--- src/rtl/fire_control.sv ---
// fire_control: initiator side of the shot interface for one player.
// Latches the ship layout, turns keypad row/column selections into a one-hot
// target, fires, waits a fixed response latency, then records the hit/miss
// result and tracks shot history, counters and win/lose status.
module fire_control #(
   parameter int RESP_LAT  = 2,   // cycles from the fire pulse to the sampled result (1..7)
   parameter int MAX_SHOTS = 20   // shot limit; reaching it without a win means lose (1..36)
) (
   input  logic        clk,
   input  logic        reset,
   input  logic        start,
   input  logic [35:0] ship_layout,
   input  logic        key_valid,
   input  logic [3:0]  key_code,
   input  logic        hit_in,
   input  logic        miss_in,
   output logic        place,
   output logic [35:0] ships_out,
   output logic        fire,
   output logic [35:0] target,
   output logic        last_hit,
   output logic        last_miss,
   output logic [5:0]  shots,
   output logic [5:0]  hits,
   output logic        key_err,
   output logic        win,
   output logic        lose,
   output logic        busy
);

   typedef enum logic [2:0] {
      ST_IDLE    = 3'd0,
      ST_PLACE   = 3'd1,
      ST_AIM     = 3'd2,
      ST_FIRE    = 3'd3,
      ST_WAIT    = 3'd4,
      ST_RESOLVE = 3'd5,
      ST_DONE    = 3'd6
   } state_t;

   localparam logic [2:0] LAT_INIT_C  = 3'(RESP_LAT - 1);
   localparam logic [5:0] MAX_SHOTS_C = 6'(MAX_SHOTS);

   localparam logic [3:0] KEY_FIRE_C  = 4'hC;
   localparam logic [3:0] KEY_CLEAR_C = 4'hD;

   // Number of ship cells in a layout (0..36 fits in 6 bits).
   function automatic logic [5:0] popcount36(input logic [35:0] v);
      logic [5:0] n;
      n = 6'd0;
      for (int i = 0; i < 36; i++) begin
         n = n + {5'd0, v[i]};
      end
      return n;
   endfunction

   // Column key 0x6..0xB maps to column index 0..5.
   function automatic logic [2:0] col_of(input logic [3:0] code);
      logic [2:0] c;
      case (code)
         4'h6:    c = 3'd0;
         4'h7:    c = 3'd1;
         4'h8:    c = 3'd2;
         4'h9:    c = 3'd3;
         4'hA:    c = 3'd4;
         4'hB:    c = 3'd5;
         default: c = 3'd0;
      endcase
      return c;
   endfunction

   state_t      state_r;
   state_t      next_s;
   logic [35:0] history_r;
   logic [5:0]  ship_cells_r;
   logic [2:0]  row_sel_r;
   logic [2:0]  col_sel_r;
   logic        row_v_r;
   logic        col_v_r;
   logic [5:0]  idx_r;
   logic [2:0]  cnt_r;

   logic [5:0]  layout_pop_s;
   logic        start_legal_s;
   logic        start_ok_s;
   logic        start_bad_s;
   logic        aim_key_s;
   logic        key_row_s;
   logic        key_col_s;
   logic        key_clear_s;
   logic        key_fire_s;
   logic [5:0]  sel_idx_s;
   logic        fire_ok_s;
   logic        fire_bad_s;
   logic [5:0]  shots_upd_s;
   logic [5:0]  hits_upd_s;
   logic        win_now_s;
   logic        lose_now_s;
   logic        place_d_s;
   logic        fire_d_s;
   logic        busy_d_s;
   logic        key_err_d_s;

   // miss_in is redundant with hit_in; the result is taken from hit_in alone.
   logic        unused_miss_s;
   assign unused_miss_s = miss_in;

   assign layout_pop_s  = popcount36(ship_layout);
   assign start_legal_s = (state_r == ST_IDLE) || (state_r == ST_DONE);
   assign start_ok_s    = start_legal_s && start && (layout_pop_s != 6'd0);
   assign start_bad_s   = start_legal_s && start && (layout_pop_s == 6'd0);

   assign aim_key_s     = (state_r == ST_AIM) && key_valid;
   assign key_row_s     = aim_key_s && (key_code <= 4'h5);
   assign key_col_s     = aim_key_s && (key_code >= 4'h6) && (key_code <= 4'hB);
   assign key_clear_s   = aim_key_s && (key_code == KEY_CLEAR_C);
   assign key_fire_s    = aim_key_s && (key_code == KEY_FIRE_C);

   assign sel_idx_s     = ({3'd0, row_sel_r} * 6'd6) + {3'd0, col_sel_r};
   assign fire_ok_s     = key_fire_s && row_v_r && col_v_r && !history_r[sel_idx_s];
   assign fire_bad_s    = key_fire_s && !fire_ok_s;

   // Counts as they will be after the current RESOLVE cycle; the end-of-game
   // decision is made on these, with a win taking priority over a loss.
   assign shots_upd_s   = shots + 6'd1;
   assign hits_upd_s    = hits + {5'd0, hit_in};
   assign win_now_s     = (hits_upd_s == ship_cells_r);
   assign lose_now_s    = (shots_upd_s == MAX_SHOTS_C);

   // State register with synchronous active-low reset.
   always_ff @(posedge clk) begin
      if (!reset) begin
         state_r <= ST_IDLE;
      end else begin
         state_r <= next_s;
      end
   end

   // Next-state decode for the turn sequence.
   always_comb begin
      next_s = state_r;
      case (state_r)
         ST_IDLE: begin
            if (start_ok_s) next_s = ST_PLACE;
            else            next_s = ST_IDLE;
         end
         ST_PLACE: next_s = ST_AIM;
         ST_AIM: begin
            if (fire_ok_s) next_s = ST_FIRE;
            else           next_s = ST_AIM;
         end
         ST_FIRE: begin
            // With a one-cycle latency the result is due right after the fire cycle.
            if (LAT_INIT_C == 3'd0) next_s = ST_RESOLVE;
            else                    next_s = ST_WAIT;
         end
         ST_WAIT: begin
            // The counter reaches zero on this decrement: RESOLVE lands RESP_LAT cycles after FIRE.
            if (cnt_r <= 3'd1) next_s = ST_RESOLVE;
            else               next_s = ST_WAIT;
         end
         ST_RESOLVE: begin
            if (win_now_s)       next_s = ST_DONE;
            else if (lose_now_s) next_s = ST_DONE;
            else                 next_s = ST_AIM;
         end
         ST_DONE: begin
            if (start_ok_s) next_s = ST_PLACE;
            else            next_s = ST_DONE;
         end
         default: next_s = ST_IDLE;
      endcase
   end

   // Pulse and status values for the coming cycle, decoded from the next state.
   always_comb begin
      place_d_s   = 1'b0;
      fire_d_s    = 1'b0;
      busy_d_s    = 1'b0;
      key_err_d_s = start_bad_s || fire_bad_s;
      case (next_s)
         ST_PLACE:   place_d_s = 1'b1;
         ST_FIRE: begin
            fire_d_s = 1'b1;
            busy_d_s = 1'b1;
         end
         ST_WAIT:    busy_d_s = 1'b1;
         ST_RESOLVE: busy_d_s = 1'b1;
         default:    busy_d_s = 1'b0;
      endcase
   end

   // Register the pulse and status outputs so they line up with the state they describe.
   always_ff @(posedge clk) begin
      if (!reset) begin
         place   <= 1'b0;
         fire    <= 1'b0;
         busy    <= 1'b0;
         key_err <= 1'b0;
      end else begin
         place   <= place_d_s;
         fire    <= fire_d_s;
         busy    <= busy_d_s;
         key_err <= key_err_d_s;
      end
   end

   // Game datapath: layout latch, selection, target, history, counters and result.
   always_ff @(posedge clk) begin
      if (!reset) begin
         ships_out    <= 36'd0;
         ship_cells_r <= 6'd0;
         history_r    <= 36'd0;
         row_sel_r    <= 3'd0;
         col_sel_r    <= 3'd0;
         row_v_r      <= 1'b0;
         col_v_r      <= 1'b0;
         idx_r        <= 6'd0;
         cnt_r        <= 3'd0;
         target       <= 36'd0;
         last_hit     <= 1'b0;
         last_miss    <= 1'b0;
         shots        <= 6'd0;
         hits         <= 6'd0;
         win          <= 1'b0;
         lose         <= 1'b0;
      end else begin
         case (state_r)
            ST_IDLE, ST_DONE: begin
               if (start_ok_s) begin
                  ships_out    <= ship_layout;
                  ship_cells_r <= layout_pop_s;
                  win          <= 1'b0;
                  lose         <= 1'b0;
               end
            end
            ST_PLACE: begin
               history_r <= 36'd0;
               shots     <= 6'd0;
               hits      <= 6'd0;
               last_hit  <= 1'b0;
               last_miss <= 1'b0;
               row_v_r   <= 1'b0;
               col_v_r   <= 1'b0;
            end
            ST_AIM: begin
               if (key_row_s) begin
                  row_sel_r <= key_code[2:0];
                  row_v_r   <= 1'b1;
               end else if (key_col_s) begin
                  col_sel_r <= col_of(key_code);
                  col_v_r   <= 1'b1;
               end else if (key_clear_s) begin
                  row_v_r   <= 1'b0;
                  col_v_r   <= 1'b0;
               end else if (fire_ok_s) begin
                  target    <= 36'd1 << sel_idx_s;
                  idx_r     <= sel_idx_s;
               end
            end
            ST_FIRE: begin
               history_r[idx_r] <= 1'b1;
               row_v_r          <= 1'b0;
               col_v_r          <= 1'b0;
               cnt_r            <= LAT_INIT_C;
            end
            ST_WAIT: begin
               cnt_r <= cnt_r - 3'd1;
            end
            ST_RESOLVE: begin
               last_hit  <= hit_in;
               last_miss <= ~hit_in;
               shots     <= shots_upd_s;
               hits      <= hits_upd_s;
               target    <= 36'd0;
               if (win_now_s) begin
                  win <= 1'b1;
               end else if (lose_now_s) begin
                  lose <= 1'b1;
               end
            end
            default: begin
               cnt_r <= 3'd0;
            end
         endcase
      end
   end

endmodule

--- config.mk ---
export PLATFORM = sky130hd
export DESIGN_NAME = fire_control
export DESIGN_NICKNAME = d
export VERILOG_FILES = /design/src/rtl/fire_control.sv
export SDC_FILE = /design/constraint.sdc
export NUM_CORES = 1
export LEC_CHECK = 0
export CAP_MARGIN = 10
export CORE_MARGIN = 2
export CORE_UTILIZATION = 35
export CTS_CLUSTER_SIZE = 28
export DETAILED_ROUTE_END_ITERATION = 12
export DONT_BUFFER_PORTS = 1
export PLACE_DENSITY_LB_ADDON = 0.1
export SLEW_MARGIN = 30
export SYNTH_ARGS = -nofsm -noshare
export SYNTH_HDL_FRONTEND = slang
export SYNTH_SLANG_ARGS = --single-unit
--- constraint.sdc ---
create_clock -name clk -period 5.6 [get_ports clk]
set_input_delay 0.84 -clock clk [delete_from_list [all_inputs] [get_ports clk]]
set_output_delay 0.84 -clock clk [all_outputs]
set_load 0.01 [all_outputs]
### Word-level counts from Yosys, hierarchy flattened

Cells that the tools add are included.

| operators by class | value |
|---|---|
| add/subtract/negate cells | 39 |
| multiply operators | 1 |
| order comparisons | 7 |
| eq/ne operators | 30 |
| shifts and indexed selects | 1 |
| muxes and demuxes | 39 |
| bitwise operators | 5 |
| reductions and logical operators | 39 |

Operators by type and width:

| kind | count |
|---|---|
| 6-bit by 1-bit adder with 6-bit output | 31 |
| 36-bit two-way mux | 4 |
| 36-bit one-hot mux with 2 select lines | 2 |
| 36-bit OR | 1 |
| 1-bit by 6-bit << shifter with 36-bit output (first input constant) | 1 |
| 4-bit == test (second input constant) | 6 |
| 6-bit one-hot mux with 2 select lines | 2 |
| 3-bit one-hot mux with 7 select lines | 1 |
| 1-bit two-way mux | 17 |
| 2-bit inequality test (second input constant) | 8 |
| 3-bit == test (second input constant) | 5 |
| 3-bit one-hot mux with 5 select lines | 1 |
| 1-bit logical AND | 14 |
| 6-bit by 7-bit less-than comparator with 1-bit output (second input constant) | 2 |
| 1-bit one-hot mux with 2 select lines | 6 |
| 3-bit AND reduction | 4 |
| 5-bit AND reduction | 2 |
| 2-bit nonzero test | 5 |
| 3-bit by 2-bit == test with 1-bit output (second input constant) | 3 |
| 3-bit two-way mux | 3 |
| 3-bit inequality test (second input constant) | 3 |
| 3-bit one-hot mux with 3 select lines | 1 |
| 5-bit by 1-bit adder with 6-bit output | 1 |
| 6-bit by 1-bit adder with 6-bit output (second input constant) | 1 |
| 29 further kinds | 37 |

| storage, ports and cells | value |
|---|---|
| flip-flop bits (word level) | 154 |
| input port bits | 46 |
| output and inout bits | 92 |
| word-level logic and storage cells | 182 |

### Depth between registers and ports, before layout

Gate-level depths: netlist (run 1).

| logic depth | value |
|---|---|
| word-level depth | 42 |
| depth in mapped cells | 21 |
| gate-level depth less buffers | 19 |

### Worst setup path after synthesis (run 1)

Ideal clock, no wire load.

| timing | value |
|---|---|
| path type | in2reg |
| start point | in ship_layout[5] |
| end point | reg fire |
| setup time | 0.100 ns |
| arrival time | 5.814 ns |
| data required time | 5.500 ns |
| slack | -0.314 ns |
| stages on the path | 18 |
| buffers on the path | 0 |
| path through | inv_1 > fa_1 > inv_1 > fa_1 > fa_1 > fa_1 > fa_1 > inv_1 > fa_1 > inv_1 > ha_1 > fa_1 > and2_1 > a21oi_1 > o21ai_1 > a2111o_1 > a21o_1 > a2111oi_4 |

| on the way | value |
|---|---|
| word-level cells in the longest chain between the ends | 37 |
| elaborated cells on any way between the ends | 38 |
| classes of those cells | add/sub: 31; eq/ne: 1; mux: 4; reduce/logical: 2 |

RTL lines:

| item | line | source |
|---|---|---|
| from (decl) | 12 | `input logic [35:0] ship_layout,` |
| 5-bit by 1-bit adder with 6-bit output * | 52 | `n = n + {5'd0, v[i]};` |
| 6-bit by 1-bit adder with 6-bit output * (30 in series) | 52 |  |
| 6-bit nonzero test * | 110 | `assign start_ok_s = start_legal_s && start && (layout_pop_s != 6'd0);` |
| 1-bit logical AND * | 110 |  |
| 3-bit two-way mux or 1-bit two-way mux (tied branches) | 168, 144 |  |
| 3-bit one-hot mux with 7 select lines * | 142 | `case (state_r)` |
| 3-bit by 2-bit == test with 1-bit output * | 181 | `case (next_s)` |
| 1-bit two-way mux * | 181 |  |
| to (signal assigned) | 202 | `fire <= fire_d_s;` |
| to (decl) | 19 | `output logic fire,` |

Every way passes the cells marked *; elsewhere a longest branch is shown, timed or not.
A chain may end at the register's enable or synchronous reset.

### Worst setup path in the final report (run 1)

| timing | value |
|---|---|
| start point | in ship_layout[11] |
| end point | reg fire |

| on the way | value |
|---|---|
| word-level cells in the longest chain between the ends | 31 |
| elaborated cells on any way between the ends | 32 |
| classes of those cells | add/sub: 25; eq/ne: 1; mux: 4; reduce/logical: 2 |

RTL lines:

| item | line | source |
|---|---|---|
| 6-bit by 1-bit adder with 6-bit output * (25 in series) | 52 |  |
| named net layout_pop_s[1] | 83 | `logic [5:0] layout_pop_s;` |
| 6-bit nonzero test * | 110 |  |
| 1-bit logical AND * | 110 |  |
| 3-bit two-way mux or 1-bit two-way mux (tied branches) | 168, 144 |  |
| 3-bit one-hot mux with 7 select lines * | 142 |  |
| 3-bit by 2-bit == test with 1-bit output * | 181 |  |
| 1-bit two-way mux * | 181 |  |

Mark *: on every way through the listed nets, which the timed path passes. The rest lies on a longest branch.

==> impl_metrics.py, run 1 <==
metrics = {
    "run_status": {
        "status": "completed",
    },
    "global_routing": {
        "met3_usage": 0.0492,
        "grt_pass1_vias": 6085,
        "grt_pass1_wl_mm": 33.1,
        "gr-usage-met2": 0.282,
        "antenna_found_initial": 0,
        "grt-busiest-layer": "met2",
        "grt_usage": 0.173,
        "grt_remaining_overflow": 0,
        "grt_use_met1": 0.220,
        "grt_max_degree": 122,
    },
    "synth": {
        "synth_edf_count": 0,
        "syn_area_mm2": 0.00806,
        "avgSynthCellArea_um2": 8.89,
        "synth_area_leaders": "dfxtp_1, nand2_1, fa_1, mux2i_1, nor2b_1",
        "yosys.area.top_type": "dfxtp_1",
        "netlist_instances": 906,
        "yosysSeqAreaShare": 0.383,
        "synth.top_cell.area_share": 0.383,
        "ys_types": 60,
        "yosysWarnings": 0,
        "synthFlopType": "dfxtp_1",
        "async_reset_ff_frac": 0,
        "synth_nets": 1000,
        "synth_seq_cells": 154,
    },
    "drt": {
        "drt-pass1-iter-count": 4,
        "wl_mm": 20.5,
        "drt-wirelength-per-cell_um": 17.1,
        "drt_iter0_markers": 290,
        "ant_nets": 0,
        "drc": 0,
        "vias": 5964,
        "post_drt_via_cell_ratio": 4.99,
    },
    "clock_tree": {
        "insertion_delay_ns": 0.43,
        "root_buffer": "clkbuf_16",
        "cts_sinks": 154,
        "clk_pin_slew_ns": 0.06,
        "htree_levels": 4,
        "cts_tree": "yes",
        "postCtsHoldBufs": 0,
        "clock_path_buffers": 2,
        "cts_buffers": 17,
    },
    "floorplan": {
        "core_area_mm2": 0.0226,
        "fp.dieH_um": 156,
        "die_x_um": 156,
        "rows": 55,
        "dieArea_mm2": 0.0242,
        "initial_core_util": 0.356,
        "boundaryPins": 138,
    },
    "sta": {
        "slew_viol_final": 0,
        "rsz0062_at_grt": "true",
        "finalSetupViolCount": 0,
        "fmax_ghz": 0.179,
        "hold_viol_final": 0,
        "skew_ns": 0.0123,
        "final.min_clock_period_ns": 5.58,
        "fin_crit_sh": 0.997,
        "hold_ws_ns": 0.476,
        "tightest_slew_ns": 0.925,
        "slew_headroom": 0.378,
    },
    "critical_path": {
        "crit_fanout": 5,
        "crit_type": "in -> reg",
        "critPathCaptureType": "flop",
        "startpoint_type": "input port",
        "cp_data_arrival_time_ns": 5.91,
        "worstPathRequired_ns": 5.92,
    },
    "power_and_ir_drop": {
        "power.density_mw_per_mm2": 530,
        "switching_power_mw": 1.87,
        "p_sw_frac": 0.388,
        "ir_drop_v": 0.000443,
        "p_leak_nw": 3.32,
        "internal-power_mw": 2.96,
        "clock_power_share": 0.244,
        "seqPwrFrac": 0.294,
        "pwr-share-comb": 0.462,
    },
    "placement": {
        "dp_hpwl_mm": 14.2,
        "place_inst": 1157,
        "port_buffers": 0,
        "gp_congestion": 0.748,
    },
    "layout": {
        "nets": 991,
        "area_growth_pct": 13.2,
        "finalNonFillerCells": 1195,
        "drive_gt1_frac": 0.103,
        "num_antenna_cells": 0,
    },
    "min_path": {
        "hold_path_class": "reg -> reg",
    },
    "job": {
        "cap_violations": 0,
    },
}
## logic make-up after synthesis
family	Yosys count	share of synthesized area
AO/OA/AOI/OAI	148	0.135
XOR/XNOR	14	0.0171
adder cells (fa/ha/maj)	48	0.103
buffers and inverters	116	0.0626
flip-flops	154	0.383
multiplexers	59	0.0826
AND/OR/NAND/NOR	367	0.217
## per-stage QoR
stage	cell area, um^2	util	setup WS (ns)	TNS (ns)	total power, mW
6_report	9120	0.403	0.0166	0	4.83
5_1_grt	9120	0.403	-0.163	-4.63	5.22
4_1_cts	9010	0.398	-0.0125	-0.0125	4.69
3_5_place_dp	8400	0.371	-0.464	-18.72	3.48
3_3_place_gp	8400	0.371	-0.478	-17.76	3.47
2_1_floorplan	8100	-	-0.125	-3.76	2.78
## flip-flops by register name, summed over array words and instances, names as in the netlist, 3 cells and up
signal        flops
col_sel_r         3
idx_r             6
ship_cells_r      6
ships_out        36
row_sel_r         3
target           36
shots             6
hits              6
state_r           3
cnt_r             3
history_r        36
## layout by cell type, fill, tap and decap left out, drive strengths merged, types with 4 or more instances in the layout
| master | count |
|---|---|
| nand2 | 184 |
| dfxtp | 154 |
| inv | 64 |
| nor2b | 60 |
| mux2i | 53 |
| a21boi | 46 |
| a22oi | 40 |
| nand3 | 31 |
| fa | 30 |
| nor2 | 29 |
| buf | 24 |
| clkbuf | 24 |
| a21oi | 22 |
| ha | 18 |
| nor3 | 16 |
| o21ai | 13 |
| xnor2 | 9 |
| and2 | 8 |
| and3 | 7 |
| nand2b | 7 |
| nor3b | 6 |
| mux4 | 6 |
| xor2 | 5 |
| nand3b | 4 |
| nor4b | 4 |
| a211oi | 4 |
## path summary, 6_finish.rpt
path	from	to	slack, ns	cells after the start
max reg2reg	row_sel_r[1]$_SDFFE_PN0P_	target[33]$_SDFFE_PN0P_	1.88	9
min	ship_cells_r[0]$_SDFFE_PN0P_	ship_cells_r[0]$_SDFFE_PN0P_	0.48	2
max	ship_layout[11]	fire$_SDFF_PN0_	0.02	19
min reg2reg	ship_cells_r[0]$_SDFFE_PN0P_	ship_cells_r[0]$_SDFFE_PN0P_	0.48	2
## synthesized netlist by cell type (2+ instances only)
| cell | count |
|---|---|
| nor3_1 | 16 |
| xnor2_2 | 2 |
| or3_1 | 3 |
| dfxtp_1 | 154 |
| mux2i_1 | 53 |
| nor3b_1 | 6 |
| nor4_1 | 3 |
| buf_12 | 3 |
| xnor2_1 | 7 |
| nand2_1 | 184 |
| nand2b_1 | 7 |
| inv_1 | 61 |
| and3_1 | 7 |
| buf_6 | 2 |
| nor2b_1 | 59 |
| o21ai_1 | 3 |
| nor4b_1 | 3 |
| o21ai_0 | 10 |
| a21boi_1 | 36 |
| clkbuf_1 | 44 |
| buf_2 | 4 |
| nand3_1 | 31 |
| o211ai_1 | 3 |
| nor2_1 | 29 |
| and2_1 | 8 |
| xor2_1 | 5 |
| o211a_1 | 2 |
| a211oi_1 | 2 |
| o21a_1 | 2 |
| a21oi_1 | 22 |
| mux4_2 | 6 |
| a31oi_1 | 2 |
| o221ai_1 | 2 |
| a21boi_0 | 10 |
| fa_1 | 30 |
| and3b_1 | 2 |
| ha_1 | 18 |
| a22oi_1 | 40 |
| nand3b_1 | 4 |
## cell type report
type | instances | area, um^2
Clock inverter | 9 | 111
Multi-Input combinational cell | 637 | 4590
Sequential cell | 154 | 3080
Timing Repair Buffer | 25 | 255
Inverter | 62 | 235
Tap cell | 285 | 357
Fill cell | 2313 | 13500
Clock buffer | 23 | 488
## power by group through the flow
| stage | Combinational (mW) | Sequential (mW) | Clock [mW] |
|---|---|---|---|
| after detailed placement | 2.03 | 1.45 | 0 |
| after global routing | 2.52 | 1.44 | 1.26 |
| after global placement | 2.03 | 1.44 | 0 |
| final | 2.23 | 1.42 | 1.18 |
| after CTS | 2.05 | 1.42 | 1.22 |
| after floorplan | 1.40 | 1.37 | 0 |
## metal layers
layer / vias to the layer above / part of all wire
met1: 2816 / 0.46
met2: 112 / 0.47
met5: - / 0
met3: 17 / 0.053
li1: 3019 / -
met4: 0 / 0.020
## repair_timing
action	CTS	global route
setup endpoints to repair	2	48
cloned	0	2
gates resized for setup	2	13
endpoints found under the hold margin	0	0
pin swaps	3	4
buffers inserted	0	4
## worst max-delay path, cell delays in order
cell and delay (ns):
fa_1 0.58, inv_2 0.05, fa_1 0.47, inv_1 0.05, fa_1 0.46, fa_1 0.49, fa_1 0.52, inv_1 0.05
fa_1 0.47, inv_1 0.05, ha_2 0.18, fa_2 0.55, nor4_2 0.05, nand3b_1 0.19, buf_4 0.17, nor2_4 0.04
nor2b_4 0.29, nor2_2 0.13, a2111oi_4 0.29
Power figures use the tool's default switching activity.
==> run 2: changes to the inputs <==
--- a/config.mk
+++ b/config.mk
@@ -5,9 +5,10 @@
 export SDC_FILE = /design/constraint.sdc
 export NUM_CORES = 1
 export LEC_CHECK = 0
-export CAP_MARGIN = 10
+export CAP_MARGIN = 40
 export CORE_MARGIN = 2
 export CORE_UTILIZATION = 35
+export CTS_BUF_LIST = sky130_fd_sc_hd__clkbuf_4 sky130_fd_sc_hd__clkbuf_8
 export CTS_CLUSTER_SIZE = 28
 export DETAILED_ROUTE_END_ITERATION = 12
 export DONT_BUFFER_PORTS = 1
==> impl_metrics.py, run 2 (synthesis gave the netlist of run 1 again) <==
metrics = {
    "drt": {
        "drc": 0,
        "ant_nets": 0,
        "vias": 5966,
        "wl_met2_mm": 9.62,
        "dr_wl_met3_mm": 1.23,
        "top_layer": "met4",
        "wl_mm": 20.3,
        "drt-wirelength-per-cell_um": 16.9,
        "drt_iter0_markers": 256,
        "drt-pass1-iter-count": 5,
        "post_drt_via_cell_ratio": 4.98,
        "wl_met1_mm": 9.26,
    },
    "layout": {
        "mostFrequentLayoutCells": "nand2_1, dfxtp_1, inv_1, nor2b_1, mux2i_1",
        "drive_gt1_frac": 0.104,
        "utilization": 0.392,
        "nets": 995,
        "area_growth_pct": 10.2,
        "nFillCells": 2344,
        "multiInputGateArea_mm2": 0.00455,
        "reg_top3": "history_r (36), ships_out (36), target (36)",
        "regArea_mm2": 0.00308,
        "num_antenna_cells": 0,
        "final_common_cell": "nand2_1",
    },
    "global_routing": {
        "grt_remaining_overflow": 0,
        "grt_max_degree": 122,
        "grt_usage": 0.173,
        "antenna_found_initial": 0,
        "grt_pass1_wl_mm": 33.2,
        "grt_pass1_vias": 5989,
    },
    "clock_tree": {
        "htree_levels": 4,
        "cts_sinks": 154,
        "cts_buffers": 17,
        "postCtsHoldBufs": 0,
        "clk_pin_slew_ns": 0.09,
        "clock_path_buffers": 2,
        "cts_tree": "yes",
        "root_buffer": "clkbuf_8",
        "insertion_delay_ns": 0.46,
    },
    "power_and_ir_drop": {
        "ir_drop_v": 0.000418,
        "pwr-share-comb": 0.489,
        "switching_power_mw": 1.80,
        "p_total_mw": 4.37,
        "clock_power_share": 0.187,
        "power.density_mw_per_mm2": 493,
        "p_leak_nw": 3.22,
        "seqPwrFrac": 0.323,
        "internal-power_mw": 2.57,
        "p_sw_frac": 0.412,
    },
    "floorplan": {
        "die_x_um": 156,
        "initial_core_util": 0.356,
        "dieArea_mm2": 0.0242,
        "boundaryPins": 138,
        "core_area_mm2": 0.0226,
        "fp.dieH_um": 156,
        "rows": 55,
    },
    "placement": {
        "port_buffers": 0,
        "place_ws_ns": -0.489,
        "gp_congestion": 0.748,
        "dp_hpwl_mm": 14.4,
    },
    "sta": {
        "slew_headroom": 0.420,
        "slew_viol_final": 0,
        "tightest_slew_ns": 0.869,
        "fin_ws_ns": 0.0227,
        "final.min_clock_period_ns": 5.58,
        "fin_crit_sh": 0.996,
        "rsz0062_at_grt": "true",
        "hold_viol_final": 0,
        "fmax_ghz": 0.179,
        "skew_ns": 0.0249,
        "finalSetupViolCount": 0,
    },
    "critical_path": {
        "crit_fanout": 3,
        "critPathCaptureType": "flop",
        "startpoint_type": "input port",
        "crit_type": "in -> reg",
        "worstPathRequired_ns": 5.96,
        "cp_data_arrival_time_ns": 5.93,
    },
    "run_status": {
        "status": "completed",
    },
    "job": {
        "cap_violations": 0,
    },
    "min_path": {
        "hold_path_class": "in -> reg",
    },
}
run 2: cell count changes in the layout (fill, tap and decap cells not counted), sizes merged:
cell	change
buf	+6
clkinvlp	+1
inv	+8
nor2b	-1
bufinv	-2
clkinv	-2
clkbuf	-6
run 2: area by class of cell:
type                       count  area share
clock inverter                14      0.0140
sequential                   154       0.347
clock buffer                  18      0.0279
timing repair buffer          30      0.0320
inverter                      62      0.0265
multi-input combinational    636       0.512
tap                          285      0.0402
run 2: path summary, 6_finish.rpt:
check	cells after the start	endpoint	startpoint	slack (ns)
worst max-delay path	18	fire$_SDFF_PN0_	ship_layout[11]	0.02
worst min-delay path	1	col_sel_r[2]$_SDFFE_PN0P_	key_code[2]	0.47
worst max register to register	9	target[1]$_SDFFE_PN0P_	row_sel_r[1]$_SDFFE_PN0P_	1.85
worst min register to register	2	ship_cells_r[0]$_SDFFE_PN0P_	ship_cells_r[0]$_SDFFE_PN0P_	0.49
run 2: critical path, cell delays in order:
cell	delay [ns]
fa_1	0.58
inv_2	0.05
fa_1	0.47
inv_1	0.05
fa_1	0.46
fa_1	0.49
fa_1	0.52
inv_1	0.05
fa_1	0.47
inv_1	0.05
ha_2	0.18
fa_2	0.55
nor4_2	0.05
nand3b_1	0.19
o21ai_4	0.12
a2111o_1	0.41
a21o_1	0.22
a2111oi_4	0.20
run 2: routing by layer:
metal / track usage / vias to the layer above
li1: - / 3024
met1: 0.226 / 2800
met2: 0.280 / 131
met3: 0.0467 / 11
met4: 0.0507 / 0
met5: 0 / -
run 2: stage by stage:
stage	TNS, ns	instances	hold WS (ns)	instance area [um^2]
after floorplan	-3.76	906	0.456	8100
after global placement	-17.76	1157	0.477	8400
after detailed placement	-19.34	1162	0.489	8430
after CTS	0	1194	0.427	8810
after global routing	-3.17	1199	0.434	8880
final	0	1199	0.471	8880
run 2: power groups by stage:
stage	Combinational [mW]	Sequential, mW	Clock, mW
after floorplan	1.40	1.37	0
after global placement	2.03	1.44	0
after detailed placement	2.04	1.44	0
after CTS	2.05	1.42	0.860
after global routing	2.41	1.43	0.902
final	2.14	1.41	0.820
run 2: timing repair:
item,CTS,global route
endpoints found under the setup margin,2,47
endpoints found under the hold margin,0,0
pin swaps,2,3
setup buffers,0,4
resized for setup,2,5
cloned,0,0
==> run 3: changes to the inputs <==
--- a/config.mk
+++ b/config.mk
@@ -12,6 +12,7 @@
 export CTS_CLUSTER_SIZE = 28
 export DETAILED_ROUTE_END_ITERATION = 12
 export DONT_BUFFER_PORTS = 1
+export GPL_ROUTABILITY_DRIVEN = 0
 export PLACE_DENSITY_LB_ADDON = 0.1
 export SLEW_MARGIN = 30
 export SYNTH_ARGS = -nofsm -noshare
==> results of run 3 <==
No change in the layout: final DEF, timing and power equal those of run 2.
==> variant 1: new RTL, config.mk and constraints of run 3 <==
Re-encode `state_t` (7 states) as Gray code, 3 bits wide.
--- a/src/rtl/fire_control.sv
+++ b/src/rtl/fire_control.sv
@@ -29,13 +29,13 @@
 );
 
    typedef enum logic [2:0] {
-      ST_IDLE    = 3'd0,
-      ST_PLACE   = 3'd1,
-      ST_AIM     = 3'd2,
-      ST_FIRE    = 3'd3,
-      ST_WAIT    = 3'd4,
-      ST_RESOLVE = 3'd5,
-      ST_DONE    = 3'd6
+      ST_IDLE    = 3'b000,
+      ST_PLACE   = 3'b001,
+      ST_AIM     = 3'b011,
+      ST_FIRE    = 3'b010,
+      ST_WAIT    = 3'b110,
+      ST_RESOLVE = 3'b111,
+      ST_DONE    = 3'b101
    } state_t;
 
    localparam logic [2:0] LAT_INIT_C  = 3'(RESP_LAT - 1);
Check against the original RTL: no difference found for any inputs over 4 cycles, from zero or initial values and one cycle with reset low; so few cycles prove little.
==> variant 1 against run 3 <==
- area after synthesis is 3.9% lower
- non-clock buffer count fell by 15
- setup slack better by 0.19 ns
- sequential cell count did not move
- combinational power is 10% lower
- design area is 3.6% lower
- wire length is 4.6% lower
- synthesized cell count shrank 4.1%
- power is 4.8% lower
- cell count decreased by 4.2%
==> variant 1: results (changes against run 3) <==
| Metric | Value |
|---|---|
| Top cells by count, synth | `dfxtp_1 (154), nand2_1 (130), nor2_1 (66), inv_1 (64), a21oi_1 (60)` |
| Cells on worst reg2reg path | `11 (+2)` |
| Total Routing Usage GR | `0.167 (-0.00576)` |
| Number of DRC markers in iteration 0 | `296 (+16%)` |
| Synth top area cells | `dfxtp_1 (40%), fa_1 (7.8%), nand2_1 (6.3%)` |
| CP arrival | `5.78 ns (-0.15 ns)` |
| Clk_lat worst skew | `0.48 ns (+0.02 ns)` |
| Clock buffer depth | `2 (unchanged)` |
| Placed cell areas | `8090 um^2 (-4.1%)` |
| Crit-path max FO | `19 (+16)` |
| Relative slew slack | `0.384 (-0.0360)` |
| Sequential area share after synthesis | `0.398 (+0.0154)` |
| Leak Pwr | `3.31 nW (+2.6%)` |
| Routed WL | `19,300 um (-4.6%)` |
| Ys async rst share | `0 (unchanged)` |
| Peak supply drop | `0.307 mV (-27%)` |
| Avg Vias per Cell | `5.15 (+3.4%)` |
| Synth warn | `0 (unchanged)` |
| Post-DP HPWL | `13,800 um (-3.6%)` |
| Largest net degree at the start of global routing | `93 (-24%)` |
| Initial antenna violation count | `1 (+1)` |
| Pre-CTS WS | `-0.399 ns (+0.0896 ns)` |
| Final Instance Count excl. Fillers | `1,149 (-4.2%)` |
| First-pass GRT wire length | `31,600 um (-4.8%)` |
| Vias in the first global route | `5,976 (-0.22%)` |
| Run status | `complete, no violations` |
| Fill cells | `2,250 (-4.0%)` |
| Synth cell types | `61 (+1.7%)` |
| Fraction of layout cells with a size suffix above 1 | `0.0910 (-0.0129)` |
| Clock slew seen by the registers of the worst setup and hold paths | `0.10 ns` |
| Placed Cells incl. Taps | `1,115 (-4.0%)` |
| # Post-CTS Setup Buffers | `0 (unchanged)` |
| Mapped Avg Cell Area | `8.91 um^2 (+0.23%)` |
| Top-count cell post-synth | `dfxtp_1` |
[variant 1: timing repair]
action	in CTS	in global routing
hold buffers	0	0
endpoints found under the setup margin	0	43
resized for setup	0	8
[variant 1: cell families after synthesis]
family	share of synthesized area
AND/OR/NAND/NOR	0.184
AO/OA/AOI/OAI	0.191
flip-flops	0.398
buffers and inverters	0.0596
adder cells (fa/ha/maj)	0.107
XOR/XNOR	0.0236
multiplexers	0.0364
[variant 1: layout make-up]
| cell class | instances | area, um^2 | share of cell area |
|---|---|---|---|
| antenna | 1 | 2.50 | 0.000292 |
| multi-input combinational | 602 | 4260 | 0.498 |
| timing repair buffer | 15 | 190 | 0.0222 |
| sequential | 154 | 3080 | 0.360 |
| tap | 280 | 350 | 0.0409 |
| clock inverter | 15 | 191 | 0.0224 |
| inverter | 65 | 246 | 0.0288 |
| clock buffer | 17 | 234 | 0.0273 |
[variant 1: report_power, final]
| part | switching (W) | internal, W | leakage (nW) | total (W) |
|---|---|---|---|---|
| Sequential | 0.000146 | 0.00122 | 1.25 | 0.00137 |
| Clock | 0.000529 | 0.000348 | 0.213 | 0.000877 |
| Combinational | 0.00102 | 0.000897 | 1.85 | 0.00192 |
[variant 1: worst paths after layout]
path                                    from                         end  slack, ns
setup / recovery             ship_layout[11]   ships_out[2]$_SDFFE_PN0P_       0.21
hold / removal                   key_code[2]   col_sel_r[2]$_SDFFE_PN0P_       0.44
setup reg to reg   row_sel_r[1]$_SDFFE_PN0P_     target[34]$_SDFFE_PN0P_       2.00
hold reg to reg   history_r[17]$_SDFFE_PN0N_  history_r[17]$_SDFFE_PN0N_       0.47
[variant 1: layer usage]
metal  GRT usage  share of wire  vias up
li1            -              -     2922
met1       0.209           0.44     2822
met2       0.283           0.49      145
met3      0.0410          0.050       25
met4      0.0556          0.017        0
met5           0              0        -
==> variant 2: new RTL, settings of run 3 <==
Without the edit above. `MAX_SHOTS`: 20 -> 16.
--- a/src/rtl/fire_control.sv
+++ b/src/rtl/fire_control.sv
@@ -4,7 +4,7 @@
 // result and tracks shot history, counters and win/lose status.
 module fire_control #(
    parameter int RESP_LAT  = 2,   // cycles from the fire pulse to the sampled result (1..7)
-   parameter int MAX_SHOTS = 20   // shot limit; reaching it without a win means lose (1..36)
+   parameter int MAX_SHOTS = 16   // shot limit; reaching it without a win means lose (1..36)
 ) (
    input  logic        clk,
    input  logic        reset,
Check against the original RTL: same outputs for any inputs over 4 cycles, from zero or initial values and one cycle with reset low; that may be too few to reach the edited logic, so the function may still have changed.
==> variant 2 against run 3 <==
- the run now ends with negative setup slack left
- maximum frequency shrank 0.94%
- critical path depth did not move
- power fell by 6.8%
- non-clock buffer count decreased by 3
- combinational power is 12% lower
- sequential cell count unchanged
- area after synthesis is 4.4% lower
- wire length grew 1.6%
- setup slack worse by 0.053 ns
- count of clock-buffer cells in the layout rose by 1
- design area shrank 4.3%
- synthesized cell count shrank 0.44%
- critical endpoint is now ship_cells_r[2]$_SDFFE_PN0P_
==> variant 2: results (changes against run 3) <==
| Metric | Value |
|---|---|
| GR met1 Demand/Resource | `0.244 (+0.0177)` |
| Final setup margin | `-0.0303 ns (-0.0530 ns)` |
| Vias in the first global route | `5,852 (-2.3%)` |
| Post_cts resized | `0 (-2)` |
| Least-Margin Pin Slew | `0.837 ns (-0.0313 ns)` |
| First-pass GRT wire length | `32,900 um (-0.89%)` |
| Fraction of layout cells with a size suffix above 1 | `0.0972 (-0.00670)` |
| Number of DRC markers in iteration 0 | `395 (+54%)` |
| GR Util met3 | `0.0538 (+0.00709)` |
| Worst reg2reg endpoint | `target[28]$_SDFFE_PN0P_` |
| Post-DR wirelength/cell | `17.4 um (+2.8%)` |
| Synth cell types | `56 (-6.7%)` |
| Failing checks | `negative setup slack` |
| Critical hold path startpoint | `ship_cells_r[0]$_SDFFE_PN0P_` |
| Peak supply drop | `0.408 mV (-2.3%)` |
| Hold Path Stages | `2 (+1)` |
| Fin nets | `986 (-0.90%)` |
| Leak Pwr | `3.17 nW (-1.8%)` |
| GR Util met2 | `0.271 (-0.00910)` |
| Setup-failing EPs final | `5 (+5)` |
| Avg Vias per Cell | `5.20 (+4.5%)` |
| Crit path from | `ship_layout[5]` |
| Run status | `complete, but fails checks` |
| Pre-CTS WS | `-0.482 ns (+0.00696 ns)` |
| Placed cell areas | `8040 um^2 (-4.6%)` |
| Total Routing Usage GR | `0.177 (+0.00394)` |
| Worst clock skew | `0.0149 ns (-0.0101 ns)` |
| Crit path to | `ship_cells_r[2]$_SDFFE_PN0P_` |
| WL met2 | `9160 um (-4.8%)` |
| Largest stage delay, worst path | `0.55 ns (-0.03 ns)` |
| Syn_nets | `996 (-0.40%)` |
| Sequential area share after synthesis | `0.400 (+0.0175)` |
| Top cells by count, synth | `nand2_1 (162), dfxtp_1 (154), nor2_1 (81), a21oi_1 (73), inv_1 (58)` |
-- variant 2: kinds of logic after synthesis --
group	after synthesis	synth area share
fa+ha+maj	48	0.107
mux	38	0.0593
flops	154	0.400
compound gates	172	0.140
buf+inv	117	0.0645
simple gates	356	0.209
xor+xnor	17	0.0193
-- variant 2: per-stage QoR --
step / cells / setup TNS [ns] / utilization
2_1_floorplan: 902 / -2.80 / -
3_3_place_gp: 1145 / -26.04 / 0.368
3_5_place_dp: 1149 / -21.43 / 0.371
4_1_cts: 1181 / 0 / 0.389
5_1_grt: 1185 / -7.90 / 0.392
6_report: 1185 / -0.0824 / 0.392
-- variant 2: power breakdown --
group / internal (W) / switching [W]
combinational: 0.000835 / 0.00104
clock: 0.000380 / 0.000466
sequential: 0.00121 / 0.000139
-- variant 2: area by class of cell --
type                            instances  area, um^2
Sequential cell                       154        3080
Clock buffer                           19         255
Fill cell                            2254       13200
Inverter                               60         229
Clock inverter                         13         135
Timing Repair Buffer                   27         236
Multi-Input combinational cell        632        4210
Tap cell                              280         350
